==> config.mk <==
export PLATFORM = sky130hd
export DESIGN_NAME = lsu
export DESIGN_NICKNAME = d
export VERILOG_FILES = /design/src/rtl/lsu.sv
export SDC_FILE = /design/constraint.sdc
export NUM_CORES = 1
export LEC_CHECK = 0
export CORE_ASPECT_RATIO = 1.5
export CORE_MARGIN = 2
export CORE_UTILIZATION = 30
export DETAILED_ROUTE_END_ITERATION = 16
export GPL_ROUTABILITY_DRIVEN = 0
export SETUP_SLACK_MARGIN = 0.2
export SLEW_MARGIN = 10
export SYNTH_ARGS = -nofsm -noshare
export SYNTH_HDL_FRONTEND = slang
export SYNTH_SLANG_ARGS = --single-unit
==> constraint.sdc <==
create_clock -name clk -period 3.5 [get_ports clk]
set_clock_uncertainty 0.15 [all_clocks]
set_input_delay 0.525 -clock clk [delete_from_list [all_inputs] [get_ports clk]]
set_output_delay 0.525 -clock clk [all_outputs]
set_load 0.02 [all_outputs]
==> src/rtl/lsu.sv <==
// Load/store unit: issues one memory access at a time on a req/gnt + rvalid bus,
// aligns/extends load data into the register-file writeback port.
module lsu #(
   parameter int ADDR_W = 32
) (
   input  logic              clk,
   input  logic              reset,
   input  logic              mem_v_x,
   input  logic              mem_we_x,
   input  logic [1:0]        mem_size_x,
   input  logic              mem_sign_x,
   input  logic [ADDR_W-1:0] mem_addr_x,
   input  logic [31:0]       mem_wdata_x,
   input  logic [4:0]        mem_rd_x,
   output logic              busy_x,
   output logic              dbus_req,
   output logic              dbus_we,
   output logic [ADDR_W-1:0] dbus_addr,
   output logic [3:0]        dbus_be,
   output logic [31:0]       dbus_wdata,
   input  logic              dbus_gnt,
   input  logic              dbus_rvalid,
   input  logic [31:0]       dbus_rdata,
   output logic              rdm_v,
   output logic [4:0]        rd,
   output logic [31:0]       rd_data_m,
   output logic              misalign_m,
   output logic [ADDR_W-1:0] misalign_addr
);

   // state | meaning
   // IDLE  | ready to accept mem_v_x
   // REQ   | dbus_req held until dbus_gnt
   // RESP  | load granted, waiting for dbus_rvalid
   typedef enum logic [1:0] {IDLE, REQ, RESP} state_t;

   state_t            state_q, state_d;
   logic              we_q, we_d;
   logic [1:0]        size_q, size_d;
   logic              sign_q, sign_d;
   logic [1:0]        off_q, off_d;
   logic [4:0]        rd_q, rd_d;
   logic [ADDR_W-1:0] addr_q, addr_d;
   logic [3:0]        be_q, be_d;
   logic [31:0]       wdata_q, wdata_d;
   logic              rdm_v_q, rdm_v_d;
   logic [31:0]       rd_data_q, rd_data_d;
   logic              misalign_q, misalign_d;
   logic [ADDR_W-1:0] misalign_addr_q, misalign_addr_d;

   logic              bad_access;
   logic              load_done;
   logic [31:0]       shifted;
   logic [31:0]       load_data;

   always_comb begin
      bad_access = (mem_size_x == 2'd3)
                || (mem_size_x == 2'd1 && mem_addr_x[0])
                || (mem_size_x == 2'd2 && mem_addr_x[1:0] != 2'b00);
   end

   always_comb begin
      shifted = dbus_rdata >> {off_q, 3'b000};
      case (size_q)
         2'd0:    load_data = sign_q ? {{24{shifted[7]}}, shifted[7:0]}
                                     : {24'd0, shifted[7:0]};
         2'd1:    load_data = sign_q ? {{16{shifted[15]}}, shifted[15:0]}
                                     : {16'd0, shifted[15:0]};
         default: load_data = shifted;
      endcase
   end

   always_comb begin
      state_d         = state_q;
      we_d            = we_q;
      size_d          = size_q;
      sign_d          = sign_q;
      off_d           = off_q;
      rd_d            = rd_q;
      addr_d          = addr_q;
      be_d            = be_q;
      wdata_d         = wdata_q;
      rd_data_d       = rd_data_q;
      misalign_d      = 1'b0;
      misalign_addr_d = misalign_addr_q;
      load_done       = 1'b0;

      case (state_q)
         IDLE: begin
            if (mem_v_x) begin
               if (bad_access) begin
                  misalign_d      = 1'b1;
                  misalign_addr_d = mem_addr_x;
               end else begin
                  state_d = REQ;
                  we_d    = mem_we_x;
                  size_d  = mem_size_x;
                  sign_d  = mem_sign_x;
                  off_d   = mem_addr_x[1:0];
                  rd_d    = mem_rd_x;
                  addr_d  = {mem_addr_x[ADDR_W-1:2], 2'b00};
                  case (mem_size_x)
                     2'd0: begin
                        be_d    = 4'b0001 << mem_addr_x[1:0];
                        wdata_d = {4{mem_wdata_x[7:0]}};
                     end
                     2'd1: begin
                        be_d    = mem_addr_x[1] ? 4'b1100 : 4'b0011;
                        wdata_d = {2{mem_wdata_x[15:0]}};
                     end
                     default: begin
                        be_d    = 4'b1111;
                        wdata_d = mem_wdata_x;
                     end
                  endcase
               end
            end
         end
         REQ: begin
            if (dbus_gnt) begin
               if (we_q) begin
                  state_d = IDLE;
               end else if (dbus_rvalid) begin
                  state_d   = IDLE;
                  load_done = 1'b1;
               end else begin
                  state_d = RESP;
               end
            end
         end
         RESP: begin
            if (dbus_rvalid) begin
               state_d   = IDLE;
               load_done = 1'b1;
            end
         end
         default: state_d = IDLE;
      endcase

      if (load_done) begin
         rd_data_d = load_data;
      end
      rdm_v_d = load_done && (rd_q != 5'd0);
   end

   always_ff @(posedge clk or negedge reset) begin
      if (!reset) begin
         state_q         <= IDLE;
         we_q            <= 1'b0;
         size_q          <= 2'd0;
         sign_q          <= 1'b0;
         off_q           <= 2'd0;
         rd_q            <= 5'd0;
         addr_q          <= '0;
         be_q            <= 4'd0;
         wdata_q         <= 32'd0;
         rdm_v_q         <= 1'b0;
         rd_data_q       <= 32'd0;
         misalign_q      <= 1'b0;
         misalign_addr_q <= '0;
      end else begin
         state_q         <= state_d;
         we_q            <= we_d;
         size_q          <= size_d;
         sign_q          <= sign_d;
         off_q           <= off_d;
         rd_q            <= rd_d;
         addr_q          <= addr_d;
         be_q            <= be_d;
         wdata_q         <= wdata_d;
         rdm_v_q         <= rdm_v_d;
         rd_data_q       <= rd_data_d;
         misalign_q      <= misalign_d;
         misalign_addr_q <= misalign_addr_d;
      end
   end

   assign busy_x        = (state_q != IDLE);
   assign dbus_req      = (state_q == REQ);
   assign dbus_we       = we_q;
   assign dbus_addr     = addr_q;
   assign dbus_be       = be_q;
   assign dbus_wdata    = wdata_q;
   assign rdm_v         = rdm_v_q;
   assign rd            = rd_q;
   assign rd_data_m     = rd_data_q;
   assign misalign_m    = misalign_q;
   assign misalign_addr = misalign_addr_q;

endmodule

==> metrics.md <==
| Metric | Value |
|---|---|
| Fin Setup TNS | `0 ns` |
| Max-cap violation count | `0` |
| Pins over their slew limit | `0` |
| Clock slew seen by the registers of the worst setup and hold paths | `0.06 ns` |
| Internal power | `6000 uW` |
| CTS Buf Count | `17` |
| Final hold vios | `0` |
| Leak Pwr | `0.00414 uW` |
| Starting Density | `30.7%` |
| Ant. Diodes | `0` |
| Number of synthesized flops with an enable pin | `0` |
| Initial antenna violation count | `1` |
| Synth Area per Inst | `12.1 um^2` |
| R2r startpoint | `off_q[1]$_DFFE_PN0P_` |
| Core area | `0.0211 mm^2` |
| Mapped Cells | `536` |
| R2R depth | `4` |
| Warning count from the yosys run | `0` |
| Worst EP arrival | `2.68 ns` |
| Worst stage delay on the critical path | `1.01 ns` |
| Dpl hpwl | `14500 um` |
| Die Y | `184 um` |
| Grt ovf | `0` |
| CP Cell Sequence | `mux2_2 -> a32oi_1 -> o211a_1 -> a21oi_1` |
| Fin crit share | `72.8%` |
| CP Launch Type | `flip-flop` |
| Hold Path Cell Cnt | `2` |
| NetSw | `3590 uW` |
| WP data required | `3.63 ns` |
| Vias in the first global route | `5472` |
| Clock buffer depth | `2` |
| Worst setup path end | `rd_data_m[20]$_DFFE_PN0P_` |
| Prevailing post-synth register cell | `dfrtp_1` |
| Post-CTS Setup Bufs | `0` |
| CP max-delay cell | `dfrtp_1` |
| Antenna Nets Post-Route | `0` |
| Register area | `0.00363 mm^2` |
| Comb pwr share | `48.7%` |
| Status | `finished, final reports clean` |
| Yosys reg bits | `145` |
| DRC Markers | `0` |
| Switching share of power | `37.5%` |
| Fill cells | `1959` |
| Worst-Margin Slew | `1.01 ns` |
| Post-synthesis mux area share | `22.3%` |
| Crit. End Element | `flip-flop` |
| Critical R2R Capture | `rd_data_m[20]$_DFFE_PN0P_` |
| Power share of the clock group | `19.4%` |
| Pin count of the biggest net entering global routing | `77` |
| Hold_sp | `dbus_wdata[14]$_DFFE_PN0P_` |
| Global-route wire length before repair | `29400 um` |
| Post-Syn Area | `0.00647 mm^2` |
| CTS root buf | `clkbuf_16` |
| Worst Setup SP | `off_q[1]$_DFFE_PN0P_` |
| I/O pins | `252` |
| Post-synthesis sequential area ratio | `56.1%` |
| TritonCTS clock tree | `built` |
| Fmax | `393 MHz` |
| Area delta synth->final | `51.9%` |
| Levels on crit path | `4` |
| XOR/XNOR Fraction of Synth Area | `0%` |
| Relative slew slack | `32.5%` |
| Crit path buf inv count | `0` |
| Post-synthesis simple-gate area fraction | `7.00%` |
| Row count | `65` |
| Commonest non-fill, non-tap cell in the layout | `clkdlybuf4s50_1` |
| Met2 Resource Use GR | `30.2%` |
| First DRT Iteration DRCs | `201` |
| Fin nets | `894` |
| Class of the worst hold path | `reg -> reg` |
| Hold slack | `0.332 ns` |
| Width of the die | `124 um` |
| Kind of critical path | `reg -> reg` |
| Area of the multi-input gates | `0.00263 mm^2` |
| Clk_lat worst skew | `0.42 ns` |
| CP top delay family | `flip-flops` |
| Total Power | `9590 uW` |
| Post-synth cell types | `37` |
| DR WL/cell | `18.2 um` |
| Initial DRT Pass Iterations | `4` |
| Top Usage Layer GRT | `met2` |
| Share of layout cells above drive strength 1 | `18.9%` |
| Vias | `5084` |
| Clk sink count | `145` |
| Seq pwr share | `32.0%` |
| Main combinational cell family by area after synthesis | `multiplexers` |
| Port buffer count | `249` |
| # setup viols final | `0` |
| Die area | `0.0228 mm^2` |
| Post-synth ARST share | `100%` |
| Power per cell area | `976 mW/mm^2` |
| Crit-path max FO | `27` |
| Post-DR vias/cell | `4.79` |
| Post-route minimum period | `2.55 ns` |
| Met3 Use GR | `6.14%` |
| Commonest non-fill, non-tap cells in the layout | `clkdlybuf4s50_1 (248), dfrtp_1 (145), mux2_2 (99)` |
| Max VDD drop | `0.582 mV` |
| Post-synthesis adder-cell area fraction | `0.774%` |
| H-tree depth | `4` |
| Met1 usage | `17.4%` |
| Complex-gate fraction of the synthesized area | `10.3%` |
| RSZ-0062 raised after global routing | `false` |
| Routed WL | `19300 um` |
| Total GRT Usage | `17.0%` |
| Register-to-register setup slack | `0.95 ns` |
==> state kept, by name, indices dropped and copies added, names as in the netlist, 4 cells and up <==
signal / count
dbus_addr: 30
dbus_be: 4
dbus_wdata: 32
misalign_addr: 32
rd: 5
rd_data_m: 32
==> tightest hold or removal path, stage by stage, from the launching register on <==
cell and delay, ns:
dfrtp_1 0.34, nand2_1 0.04, o21ai_0 0.06
==> worst min-delay path by stage <==
| stage | slack, ns | to |
|---|---|---|
| after CTS | 0.34 | dbus_wdata[13]$_DFFE_PN0P_ |
| final | 0.33 | dbus_wdata[14]$_DFFE_PN0P_ |
| after detailed placement | 0.32 | dbus_wdata[13]$_DFFE_PN0P_ |
| after global placement | 0.31 | dbus_wdata[20]$_DFFE_PN0P_ |
| after floorplan | 0.08 | dbus_addr[10]$_DFFE_PN0P_ |
| after global routing | 0.35 | dbus_wdata[13]$_DFFE_PN0P_ |
==> cells in the mapped netlist, drive strengths merged, types with 2 or more instances <==
cell type  instances  area share (%)
nor2b             11             1.1
or2                2            0.19
nor3               3            0.48
o2bb2ai            8             1.1
and3b              2            0.27
buf               27             2.5
inv                6            0.35
o21ai             28             2.2
ha                 4            0.77
o211a              2            0.31
nand3              3            0.23
nor2              39             2.3
a211oi             7            0.81
clkbuf            10            0.60
dfrtp            145              56
mux2i             33             5.1
nand2             39             2.3
mux2              99              17
a21oi             58             4.5
==> layer usage <==
layer  share of wire, %  wire length [um]
met3                8.4              1620
met5              0.067                13
met1                 36              6850
met2                 52             10100
met4                3.8               724
==> cells by family (layout without fill, tap and decap cells) <==
logic type | count (synthesis) | in the layout
DFF | 145 | 145
adders and majority gates | 4 | 4
buffers and inverters | 43 | 299
other | 1 | 2
and+or+nand+nor | 101 | 101
AOI/OAI and AO/OA | 110 | 110
muxes | 132 | 132
==> stage by stage <==
step           setup slack, ns  util [%]  instances  cell area, um^2
2_1_floorplan             1.49         -        537             6470
3_3_place_gp             0.700      43.7       1028             9210
3_5_place_dp             0.634      43.7       1028             9210
4_1_cts                  0.945      46.6       1061             9820
5_1_grt                  0.789      46.6       1061             9820
6_report                 0.953      46.6       1061             9820
==> cell type report <==
cell class	count	share of cell area (%)
Tap cell	268	3.41
Sequential cell	145	36.9
Clock buffer	20	4.55
Clock inverter	12	1.62
Multi-Input combinational cell	349	26.8
Inverter	6	0.229
Timing Repair Buffer	261	26.5
==> timing repair <==
item | in CTS | in global routing
gates resized for setup | 0 | 0
hold buffers | 1 | 0
endpoints found under the hold margin | 3 | 0
setup endpoints to repair | 0 | 0
==> power by group through the flow <==
stage | Sequential, uW | Clock, uW | Combinational (uW)
2_1_floorplan | 3960 | 0 | 1530
3_3_place_gp | 3050 | 0 | 4660
3_5_place_dp | 3100 | 0 | 4720
4_1_cts | 3080 | 1910 | 4740
5_1_grt | 3190 | 1980 | 4980
6_report | 3060 | 1860 | 4670
No activity file was read; power rests on OpenSTA's default activity.
